## src/rtl/instr_prefetch_if.sv

```systemverilog
`default_nettype none
// ============================================================================
// Module   : instr_prefetch_if
// Brief    : Avalon burst-read master, redirect and instruction stream bundle.
// Revision : 1.0
// ============================================================================
interface instr_prefetch_if;
    logic [18:0] avm_addr;
    logic        avm_read;
    logic [3:0]  avm_burstcount;
    logic [31:0] avm_readdata;
    logic        avm_waitrequest;
    logic        avm_readdatavalid;
    logic        redirect;
    logic [31:0] redirect_pc;
    logic        instr_valid;
    logic        instr_ready;
    logic [31:0] instr_data;
    logic [31:0] instr_pc;

    // master: the prefetcher; slave: memory plus consumer side
    modport master (
        output avm_addr, avm_read, avm_burstcount,
        input  avm_readdata, avm_waitrequest, avm_readdatavalid,
        input  redirect, redirect_pc,
        output instr_valid, instr_data, instr_pc,
        input  instr_ready
    );

    modport slave (
        input  avm_addr, avm_read, avm_burstcount,
        output avm_readdata, avm_waitrequest, avm_readdatavalid,
        output redirect, redirect_pc,
        input  instr_valid, instr_data, instr_pc,
        output instr_ready
    );
endinterface
`default_nettype wire

```

## src/rtl/instr_prefetch.sv

```systemverilog
`default_nettype none
// ============================================================================
// Module   : instr_prefetch
// Brief    : Burst instruction prefetcher with FIFO and redirect flush.
//            Optional same-cycle bypass enabled by defining PREFETCH_BYPASS_EN.
// Revision : 1.0
// ============================================================================
module instr_prefetch #(
    parameter int unsigned BURST_LEN  = 8,
    parameter int unsigned FIFO_DEPTH = 16,
    parameter logic [31:0] RESET_PC   = 32'h0000_0000
) (
    input  wire              clock,
    input  wire              reset_n,
    instr_prefetch_if.master bus
);
    localparam int unsigned AW        = $clog2(FIFO_DEPTH);
    localparam logic [3:0]  BURST_CNT = 4'(BURST_LEN);
    localparam logic [AW:0] MAX_FILL  = (AW+1)'(FIFO_DEPTH - BURST_LEN);
    localparam logic [AW-1:0] PTR_ONE = 1;
    localparam logic [AW:0]   CNT_ONE = 1;

    typedef enum logic [1:0] {
        ST_IDLE  = 2'd0,
        ST_REQ   = 2'd1,
        ST_DATA  = 2'd2,
        ST_DRAIN = 2'd3
    } state_t;

    state_t        state_q, state_d;
    logic [3:0]    beats_q, beats_d;
    logic [18:0]   fetch_q, fetch_d;
    logic [10:0]   pc_hi_q, pc_hi_d;
    logic          read_q, read_d;
    logic [18:0]   addr_q, addr_d;
    logic          drain_req_q, drain_req_d;
    logic [AW-1:0] wptr_q, wptr_d;
    logic [AW-1:0] rptr_q, rptr_d;
    logic [AW:0]   count_q, count_d;
    logic [61:0]   mem_q [FIFO_DEPTH];

    logic        w_beat_take;
    logic        w_push;
    logic        w_pop;
    logic [61:0] w_head;
    logic        w_unused_pc_bits;

    assign w_unused_pc_bits = ^bus.redirect_pc[1:0];
    assign w_beat_take = (state_q == ST_DATA) && bus.avm_readdatavalid && !bus.redirect;
    assign w_head      = mem_q[rptr_q];
    assign w_pop       = (count_q != '0) && bus.instr_ready && !bus.redirect;

`ifdef PREFETCH_BYPASS_EN
    logic w_bypass;
    // An empty FIFO lets the arriving beat go straight to the consumer.
    assign w_bypass        = w_beat_take && (count_q == '0);
    assign w_push          = w_beat_take && !(w_bypass && bus.instr_ready);
    assign bus.instr_valid = (count_q != '0) || w_bypass;
    assign bus.instr_data  = w_bypass ? bus.avm_readdata : w_head[61:30];
    assign bus.instr_pc    = w_bypass ? {pc_hi_q, fetch_q, 2'b00} : {w_head[29:0], 2'b00};
`else
    assign w_push          = w_beat_take;
    assign bus.instr_valid = (count_q != '0);
    assign bus.instr_data  = w_head[61:30];
    assign bus.instr_pc    = {w_head[29:0], 2'b00};
`endif

    assign bus.avm_read       = read_q;
    assign bus.avm_addr       = addr_q;
    assign bus.avm_burstcount = BURST_CNT;

    always_comb begin
        state_d     = state_q;
        beats_d     = beats_q;
        fetch_d     = fetch_q;
        pc_hi_d     = pc_hi_q;
        read_d      = read_q;
        addr_d      = addr_q;
        drain_req_d = drain_req_q;

        if (bus.redirect) begin
            fetch_d = bus.redirect_pc[20:2];
            pc_hi_d = bus.redirect_pc[31:21];
        end

        case (state_q)
            ST_IDLE: begin
                if (!bus.redirect && (count_q <= MAX_FILL)) begin
                    state_d     = ST_REQ;
                    read_d      = 1'b1;
                    addr_d      = fetch_q;
                    drain_req_d = 1'b0;
                end
            end
            ST_REQ: begin
                // A redirect seen while stalled still owes the slave a full burst.
                if (!bus.avm_waitrequest) begin
                    read_d      = 1'b0;
                    beats_d     = BURST_CNT;
                    state_d     = (bus.redirect || drain_req_q) ? ST_DRAIN : ST_DATA;
                    drain_req_d = 1'b0;
                end else if (bus.redirect) begin
                    drain_req_d = 1'b1;
                end
            end
            ST_DATA: begin
                if (bus.avm_readdatavalid) begin
                    beats_d = beats_q - 4'd1;
                    if (!bus.redirect) begin
                        fetch_d = fetch_q + 19'd1;
                    end
                    if (beats_q == 4'd1) begin
                        state_d = ST_IDLE;
                    end else if (bus.redirect) begin
                        state_d = ST_DRAIN;
                    end
                end else if (bus.redirect) begin
                    state_d = ST_DRAIN;
                end
            end
            ST_DRAIN: begin
                if (bus.avm_readdatavalid) begin
                    beats_d = beats_q - 4'd1;
                    if (beats_q == 4'd1) begin
                        state_d = ST_IDLE;
                    end
                end
            end
            default: state_d = ST_IDLE;
        endcase
    end

    always_comb begin
        wptr_d  = wptr_q;
        rptr_d  = rptr_q;
        count_d = count_q;
        if (bus.redirect) begin
            wptr_d  = '0;
            rptr_d  = '0;
            count_d = '0;
        end else begin
            if (w_push) wptr_d = wptr_q + PTR_ONE;
            if (w_pop)  rptr_d = rptr_q + PTR_ONE;
            if (w_push && !w_pop) begin
                count_d = count_q + CNT_ONE;
            end else if (!w_push && w_pop) begin
                count_d = count_q - CNT_ONE;
            end
        end
    end

    always_ff @(posedge clock or negedge reset_n) begin
        if (!reset_n) begin
            state_q     <= ST_IDLE;
            beats_q     <= 4'd0;
            fetch_q     <= RESET_PC[20:2];
            pc_hi_q     <= RESET_PC[31:21];
            read_q      <= 1'b0;
            addr_q      <= RESET_PC[20:2];
            drain_req_q <= 1'b0;
            wptr_q      <= '0;
            rptr_q      <= '0;
            count_q     <= '0;
        end else begin
            state_q     <= state_d;
            beats_q     <= beats_d;
            fetch_q     <= fetch_d;
            pc_hi_q     <= pc_hi_d;
            read_q      <= read_d;
            addr_q      <= addr_d;
            drain_req_q <= drain_req_d;
            wptr_q      <= wptr_d;
            rptr_q      <= rptr_d;
            count_q     <= count_d;
        end
    end

    // Storage needs no reset: occupancy alone decides what is visible.
    always_ff @(posedge clock) begin
        if (w_push) begin
            mem_q[wptr_q] <= {bus.avm_readdata, pc_hi_q, fetch_q};
        end
    end
endmodule
`default_nettype wire

```

## src/flat_wrapper.sv

```systemverilog
// flat-port wrapper written by rule: the top's interface ports become plain ports
module instr_prefetch_flat 
#(
    parameter int unsigned BURST_LEN  = 8,
    parameter int unsigned FIFO_DEPTH = 16,
    parameter logic [31:0] RESET_PC   = 32'h0000_0000
)
  (clock, reset_n, bus_avm_addr, bus_avm_read, bus_avm_burstcount, bus_avm_readdata, bus_avm_waitrequest, bus_avm_readdatavalid, bus_redirect, bus_redirect_pc, bus_instr_valid, bus_instr_data, bus_instr_pc, bus_instr_ready);
  instr_prefetch_if bus_i ();
  input  wire clock;
  input  wire reset_n;
  output wire logic [$bits(bus_i.avm_addr)-1:0] bus_avm_addr;
  output wire logic [$bits(bus_i.avm_read)-1:0] bus_avm_read;
  output wire logic [$bits(bus_i.avm_burstcount)-1:0] bus_avm_burstcount;
  input wire logic [$bits(bus_i.avm_readdata)-1:0] bus_avm_readdata;
  input wire logic [$bits(bus_i.avm_waitrequest)-1:0] bus_avm_waitrequest;
  input wire logic [$bits(bus_i.avm_readdatavalid)-1:0] bus_avm_readdatavalid;
  input wire logic [$bits(bus_i.redirect)-1:0] bus_redirect;
  input wire logic [$bits(bus_i.redirect_pc)-1:0] bus_redirect_pc;
  output wire logic [$bits(bus_i.instr_valid)-1:0] bus_instr_valid;
  output wire logic [$bits(bus_i.instr_data)-1:0] bus_instr_data;
  output wire logic [$bits(bus_i.instr_pc)-1:0] bus_instr_pc;
  input wire logic [$bits(bus_i.instr_ready)-1:0] bus_instr_ready;
  assign bus_avm_addr = bus_i.avm_addr;
  assign bus_avm_read = bus_i.avm_read;
  assign bus_avm_burstcount = bus_i.avm_burstcount;
  assign bus_i.avm_readdata = bus_avm_readdata;
  assign bus_i.avm_waitrequest = bus_avm_waitrequest;
  assign bus_i.avm_readdatavalid = bus_avm_readdatavalid;
  assign bus_i.redirect = bus_redirect;
  assign bus_i.redirect_pc = bus_redirect_pc;
  assign bus_instr_valid = bus_i.instr_valid;
  assign bus_instr_data = bus_i.instr_data;
  assign bus_instr_pc = bus_i.instr_pc;
  assign bus_i.instr_ready = bus_instr_ready;
  instr_prefetch #(.BURST_LEN(BURST_LEN), .FIFO_DEPTH(FIFO_DEPTH), .RESET_PC(RESET_PC)) u_core (.clock(clock), .reset_n(reset_n), .bus(bus_i));
endmodule
```

## config.mk

```make
export PLATFORM = sky130hd
export DESIGN_NAME = instr_prefetch_flat
export DESIGN_NICKNAME = d
export VERILOG_FILES = /design/src/rtl/instr_prefetch_if.sv /design/src/rtl/instr_prefetch.sv /design/src/flat_wrapper.sv
export SDC_FILE = /design/constraint.sdc
export NUM_CORES = 1
export LEC_CHECK = 0
export ABC_AREA = 1
export CORE_UTILIZATION = 55
export CTS_BUF_LIST = sky130_fd_sc_hd__clkbuf_4 sky130_fd_sc_hd__clkbuf_8 sky130_fd_sc_hd__clkbuf_16
export DETAILED_ROUTE_END_ITERATION = 12
export PLACE_DENSITY = 0.84
export RECOVER_POWER = 100
export SETUP_SLACK_MARGIN = 0.2
export SLEW_MARGIN = 20
export SYNTH_ARGS = -nofsm -noshare
export SYNTH_HDL_FRONTEND = slang
export SYNTH_SLANG_ARGS = --single-unit
```

## constraint.sdc

```tcl
create_clock -name clock -period 12.23 [get_ports clock]
set_clock_uncertainty 0.1 [all_clocks]
set_input_delay 2.446 -clock clock [delete_from_list [all_inputs] [get_ports clock]]
set_output_delay 2.446 -clock clock [all_outputs]
set_load 0.01 [all_outputs]
```

==> results of run 1 <==
stage by stage:
stage	area, um2	power [W]	hold WS (ns)
after global placement	44600	0.00601	0.374
after detailed placement	44600	0.00608	0.380
after global routing	47900	0.00959	0.414
after floorplan	42400	0.00542	0.358
final	47900	0.00924	0.389
after CTS	48100	0.00928	0.395
cell usage after synthesis:
master / instances / area, um2
a21oi_1: 43 / 215
a31oi_1: 2 / 12.5
and2_1: 1 / 6.26
buf_1: 25 / 93.8
buf_2: 73 / 365
buf_4: 16 / 120
buf_6: 5 / 56.3
clkbuf_1: 105 / 394
clkinv_1: 1 / 3.75
conb_1: 2 / 7.51
dfrtp_1: 70 / 1750
edfxtp_1: 992 / 29800
fa_1: 1 / 20.0
ha_1: 12 / 150
inv_1: 74 / 278
inv_2: 5 / 18.8
nand2_1: 201 / 754
nand2_2: 2 / 12.5
nand3_1: 151 / 756
nand3_2: 1 / 10.0
nand4_1: 11 / 68.8
nor2_1: 746 / 2800
nor2_4: 2 / 22.5
nor3_1: 4 / 20.0
o211ai_1: 248 / 1860
o21ai_0: 461 / 2310
o21ai_1: 82 / 410
o22ai_1: 4 / 25.0
o31ai_1: 1 / 7.51
or2_2: 1 / 6.26
xnor2_1: 1 / 8.76
xor2_1: 5 / 43.8
registers in the layout, indices dropped and copies added, names as in the netlist:
name	cells
u_core.beats_q	4
u_core.bus.avm_addr	19
u_core.bus.avm_read	1
u_core.count_q	5
u_core.drain_req_q	1
u_core.fetch_q	19
u_core.mem_q	992
u_core.pc_hi_q	11
u_core.rptr_q	4
u_core.state_q	2
u_core.wptr_q	4
cells in the final DEF (no fill, tap or decap), types with 2 or more instances in the layout:
master | Yosys | layout
nand3_1 | 151 | 152
buf_4 | 16 | 12
clkbuf_4 | 0 | 20
nor2_4 | 2 | 3
nor2_1 | 746 | 745
a31oi_1 | 2 | 2
nand2_1 | 201 | 202
dlygate4sd3_1 | 0 | 114
clkbuf_1 | 105 | 20
inv_1 | 74 | 75
diode_2 | 0 | 3
o21ai_0 | 461 | 464
nand4_1 | 11 | 11
xor2_1 | 5 | 5
edfxtp_1 | 992 | 992
clkdlybuf4s50_1 | 0 | 35
inv_4 | 0 | 2
o211ai_1 | 248 | 248
clkinv_8 | 0 | 3
nor3_1 | 4 | 4
clkinv_1 | 1 | 22
dfrtp_4 | 0 | 3
clkinvlp_4 | 0 | 5
inv_6 | 0 | 3
dfrtp_1 | 70 | 67
a21oi_1 | 43 | 43
clkinv_2 | 0 | 13
o22ai_1 | 4 | 4
ha_1 | 12 | 12
bufinv_16 | 0 | 16
buf_12 | 0 | 3
clkbuf_16 | 0 | 102
o21ai_1 | 82 | 79
conb_1 | 2 | 6
layer usage:
metal | track usage | share of wire | wire length [um] | up-vias
li1 | - | - | - | 12300
met1 | 0.345 | 0.38 | 38700 | 13500
met2 | 0.421 | 0.48 | 49600 | 1833
met3 | 0.0452 | 0.11 | 11100 | 290
met4 | 0.113 | 0.034 | 3490 | 8
met5 | 0.00188 | 0.00053 | 55 | -
worst max-delay path by stage:
| stage | endpoint | slack (ns) |
|---|---|---|
| after floorplan | u_core.mem_q[0][0] | 6.06 |
| after global placement | bus_instr_data[17] | 5.53 |
| after detailed placement | bus_instr_data[29] | 5.43 |
| after CTS | bus_instr_data[24] | 4.63 |
| after global routing | u_core.mem_q[5][5] | 2.22 |
| final | u_core.mem_q[11][21] | 2.44 |
worst max-delay path, cell delays in order:
cell and delay (ns):
dlygate4sd3_1 0.53, clkbuf_1 0.79, nor2_1 1.01, nand2_1 0.30, nor2_1 2.00, clkbuf_1 2.72
power by group through the flow:
stage          combinational (W)  sequential (W)  clock (W)
5_1_grt                  0.00198         0.00422    0.00338
3_5_place_dp             0.00179         0.00428          0
6_report                 0.00180         0.00421    0.00323
2_1_floorplan            0.00118         0.00423          0
3_3_place_gp             0.00173         0.00428          0
4_1_cts                  0.00183         0.00421    0.00324
area by class of cell:
class | count | area, um2 | area share
inverter | 80 | 314 | 0.00656
multi-input combinational | 1986 | 9540 | 0.199
clock buffer | 123 | 2720 | 0.0567
sequential | 1062 | 31600 | 0.659
tap | 1030 | 1290 | 0.0269
timing repair buffer | 185 | 1740 | 0.0364
clock inverter | 62 | 746 | 0.0156
antenna | 3 | 7.51 | 0.000157
cell families after synthesis:
kind of cell,after synthesis,synth area share
AND/OR/NAND/NOR,1120,0.105
flip-flops,1062,0.744
buffers and inverters,304,0.0314
XOR/XNOR,6,0.00124
AO/OA/AOI/OAI,841,0.114
other,2,0.000177
adder cells (fa/ha/maj),13,0.00401
==> impl_metrics.env, run 1 <==
export IMPL_leakagePower_nw=15.8
export IMPL_arrival_ns=9.85
export IMPL_slew_headroom=-2.47
export IMPL_endpoint_kind="register"
export IMPL_die_y_um=280
export IMPL_grt_pass1_wl_mm=154
export IMPL_period_share=0.800
export IMPL_cts_buffers=99
export IMPL_critPathLaunch="bus_redirect"
export IMPL_area_delta_synth_final_pct=13.0
export IMPL_required_ns=12.29
export IMPL_critical_path_max_fanout=43
export IMPL_track_usage=0.259
export IMPL_cts_tree="built"
export IMPL_irDropWorstVdd_mv=0.143
export IMPL_hold_viol=0
export IMPL_status="finished with violations"
export IMPL_yosysSeqAreaShare=0.744
export IMPL_hold_path_class="reg2reg"
export IMPL_post_cts_resized=0
export IMPL_nets=3497
export IMPL_reg2reg_slack_ns=4.93
export IMPL_fin_util=0.630
export IMPL_internal_power_w=0.00663
export IMPL_io_buffer_count=150
export IMPL_clockBufferDepth=3
export IMPL_hold_end="u_core.bus.avm_addr[12]"
export IMPL_grt_ovfl_total=0
export IMPL_via_per_inst=6.15
export IMPL_maxCapViolCount=31
export IMPL_cts_setup_buffers=0
export IMPL_sequentialPowerShare=0.456
export IMPL_period_minus_slack_ns=9.79
export IMPL_critical_path_class="in2reg"
export IMPL_grt_pass1_vias=27100
export IMPL_ios=159
export IMPL_dr_pass1_iters=11
export IMPL_grt_max_degree=296
export IMPL_num_rows=101
export IMPL_ant_nets=0
export IMPL_fmax_ghz=0.102
export IMPL_min_from="u_core.bus.avm_addr[12]"
export IMPL_antenna_found_initial=10
export IMPL_root_buffer="clkbuf_16"
export IMPL_combPwrFrac=0.195
export IMPL_path_clk_slew_ns=0.06
export IMPL_pre_cts_ws_ns=5.43
export IMPL_violations="capacitance limit, slew limit"
export IMPL_wl_per_cell_um=22.7
export IMPL_die_area_um2=78200
export IMPL_tightest_slew_ns=5.20
export IMPL_synth_area_um2=42400
export IMPL_cts_hold_buffers=0
export IMPL_tns_ns=0
export IMPL_clk_latency_ns=0.67
export IMPL_r2r_start="u_core.state_q[0]"
export IMPL_dieWidth_um=280
export IMPL_post_dp_hpwl_mm=47.8
export IMPL_rr_worst_depth=6
export IMPL_setup_worst_path_start_class="input pin"
export IMPL_drc=0
export IMPL_first_iter_violations=4026
export IMPL_ys_ff_latch=1062
export IMPL_drive_above_1_share=0.0549
export IMPL_synthDistinctLibCells=32
export IMPL_slew_viol_final=1156
export IMPL_fillers=5103
export IMPL_p_per_area_nw_per_um2=193
export IMPL_r2r_end="u_core.mem_q[11][21]"
export IMPL_power_switching_w=0.00261
export IMPL_swShare=0.283
export IMPL_routed_wl_mm=103
export IMPL_dpl_cell_count=4341
export IMPL_htreeDepth=3
export IMPL_syn_area_per_cell_um2=12.7
export IMPL_ys_warn_count=0
export IMPL_num_vias=27900
export IMPL_routabilityCongestion=0.796
export IMPL_holdPathStages=2
export IMPL_finalSetupViolations=0
export IMPL_pwr_share_clk=0.349
export IMPL_initial_core_util=0.557
export IMPL_clock_sinks=1062
export IMPL_setup_ws_ns=2.44
export IMPL_fin_cells=4531
export IMPL_coreArea_um2=76100
export IMPL_rsz0062_at_grt="false"
export IMPL_syn_inst=3348
No activity file was read; power rests on OpenSTA's default activity.
==> inputs of run 2 (changes only) <==
==> constraint.sdc (replaced) <==
create_clock -name clock -period 9.34 [get_ports clock]
set_clock_uncertainty 0.1 [all_clocks]
set_input_delay 1.868 -clock clock [delete_from_list [all_inputs] [get_ports clock]]
set_output_delay 1.868 -clock clock [all_outputs]
set_load 0.01 [all_outputs]
==> run 2 against run 1 <==
  * The run still ends with capacitance limit, slew limit left
  * Wire length shrank 1.6%
  * First-iteration DRC count shrank 4.5%
  * Hold slack gained 0.0047 ns
  * Register-to-register slack lost 1.4 ns
  * Critical path type is now reg2out
  * Global-route usage shrank 0.58 points
  * Largest cell class unchanged
  * Final area shrank 0.41%
  * Sequential power grew 31%
  * Worst setup slack lost 1.3 ns
  * Non-clock buffer count grew 1
  * Clock power grew 24%
  * Critical path depth is the same
==> impl_metrics.env, run 2 (same netlist as run 1, synthesis figures left out) <==
export IMPL_num_rows=101
export IMPL_internal_power_w=0.00845
export IMPL_routed_wl_mm=101
export IMPL_slew_viol_final=1135
export IMPL_cts_hold_buffers=0
export IMPL_required_ns=7.37
export IMPL_drc=0
export IMPL_p_per_area_nw_per_um2=249
export IMPL_root_buffer="clkbuf_16"
export IMPL_hold_path_class="reg2reg"
export IMPL_cts_buffers=99
export IMPL_final_cell_mix="edfxtp_1, nor2_1, o21ai_0, o211ai_1, nand2_1"
export IMPL_clockBufferDepth=3
export IMPL_cpPeakStageDelay_ns=1.86
export IMPL_path_clk_slew_ns=0.06
export IMPL_r2r_start="u_core.state_q[0]"
export IMPL_wl_per_cell_um=22.3
export IMPL_via_per_inst=6.09
export IMPL_path_cells="inv_1 -> clkbuf_2 -> o211ai_1 -> nand3_1 -> nand2_1 -> dlygate4sd3_1"
export IMPL_endpoint_kind="output pin"
export IMPL_rsz0062_at_grt="false"
export IMPL_grt_pass1_wl_mm=150
export IMPL_tightest_slew_ns=4.16
export IMPL_largest_reg_flops=992
export IMPL_num_vias=27600
export IMPL_io_buffer_count=150
export IMPL_die_y_um=280
export IMPL_ant_nets=0
export IMPL_swShare=0.288
export IMPL_cts_tree="built"
export IMPL_period_minus_slack_ns=8.19
export IMPL_sequentialPowerShare=0.465
export IMPL_largest_register="u_core.mem_q"
export IMPL_arrival_ns=6.22
export IMPL_grt_ovfl_total=0
export IMPL_htreeDepth=3
export IMPL_clk_latency_ns=0.67
export IMPL_grt_max_degree=277
export IMPL_dr_pass1_iters=6
export IMPL_antenna_found_initial=8
export IMPL_leakagePower_nw=15.7
export IMPL_routabilityCongestion=0.780
export IMPL_power_switching_w=0.00342
export IMPL_hold_ws_ns=0.393
export IMPL_drive_above_1_share=0.0572
export IMPL_nets=3498
export IMPL_grt_pass1_vias=26600
export IMPL_maxCapViolCount=29
export IMPL_pwr_share_clk=0.338
export IMPL_ios=159
export IMPL_critical_path_class="reg2out"
export IMPL_period_share=0.877
export IMPL_post_cts_resized=0
export IMPL_die_area_um2=78200
export IMPL_violations="capacitance limit, slew limit"
export IMPL_min_from="u_core.bus.avm_addr[7]"
export IMPL_slew_headroom=-1.77
export IMPL_combPwrFrac=0.197
export IMPL_status="finished with violations"
export IMPL_cts_setup_buffers=0
export IMPL_finalSetupViolations=0
export IMPL_fmax_ghz=0.122
export IMPL_irDropWorstVdd_mv=0.190
export IMPL_post_dp_hpwl_mm=47.8
export IMPL_clock_sinks=1062
export IMPL_critPathLaunch="u_core.rptr_q[2]"
export IMPL_cpMaxStageDelayCell="inv_1"
export IMPL_setup_worst_path_start_class="register"
export IMPL_tns_ns=0
export IMPL_critical_path_max_fanout=69
export IMPL_track_usage=0.253
export IMPL_initial_core_util=0.557
export IMPL_area_delta_synth_final_pct=12.5
export IMPL_dieWidth_um=280
export IMPL_layout_commonest_cell="edfxtp_1"
export IMPL_first_iter_violations=3843
export IMPL_hold_viol=0
export IMPL_coreArea_um2=76100
-- run 2: worst paths after layout --
| check | slack, ns | end | cells past startpoint |
|---|---|---|---|
| max in group asynchronous | 3.69 | u_core.rptr_q[2] | 1 |
| hold reg to reg | 0.39 | u_core.bus.avm_addr[7] | 2 |
| min in group asynchronous | 2.55 | u_core.bus.avm_addr[2] | 1 |
| setup / recovery | 1.15 | bus_instr_pc[6] | 6 |
| hold / removal | 0.39 | u_core.bus.avm_addr[7] | 2 |
| setup reg to reg | 3.56 | u_core.mem_q[9][23] | 6 |
-- run 2: through the flow --
| stage | cell area (um2) | utilization | instances | total power, W | setup slack (ns) |
|---|---|---|---|---|---|
| CTS | 47900 | 0.629 | 4527 | 0.0119 | 2.50 |
| finish | 47700 | 0.627 | 4531 | 0.0119 | 1.15 |
| detailed placement | 44600 | 0.586 | 4343 | 0.00795 | 3.26 |
| global placement | 44600 | 0.586 | 4343 | 0.00786 | 3.35 |
| floorplan | 42400 | - | 3352 | 0.00709 | 3.75 |
| global route | 47700 | 0.627 | 4529 | 0.0123 | 1.11 |
-- run 2: worst max-delay path, delay by kind of cell, from the launching register on --
family | cells | cell delay, ns
AND/OR/NAND/NOR | 2 | 0.35
AO/OA/AOI/OAI | 1 | 0.28
buffers and inverters | 3 | 4.23
flip-flops | 1 | 0.61
-- run 2: cell type report --
| cell class | count | area [um2] |
|---|---|---|
| inverter | 80 | 310 |
| clock inverter | 65 | 609 |
| fill | 5243 | 28400 |
| tap | 1030 | 1290 |
| timing repair buffer | 186 | 1740 |
| multi-input combinational | 1986 | 9560 |
| clock buffer | 119 | 2650 |
| sequential | 1062 | 31600 |
| antenna | 3 | 7.51 |
-- run 2: power by group through the flow --
stage                     Sequential (W)  Combinational, W  Clock (W)
after floorplan                  0.00554           0.00155          0
after global placement           0.00560           0.00226          0
after detailed placement         0.00561           0.00234          0
after CTS                        0.00551           0.00237    0.00403
after global routing             0.00553           0.00257    0.00421
final                            0.00552           0.00233    0.00401
-- run 2: routing by layer --
metal  wire (um)  global-route usage
met5          24                   0
met4        3410               0.104
met3       10400              0.0389
met2       49000               0.415
met1       38400               0.341
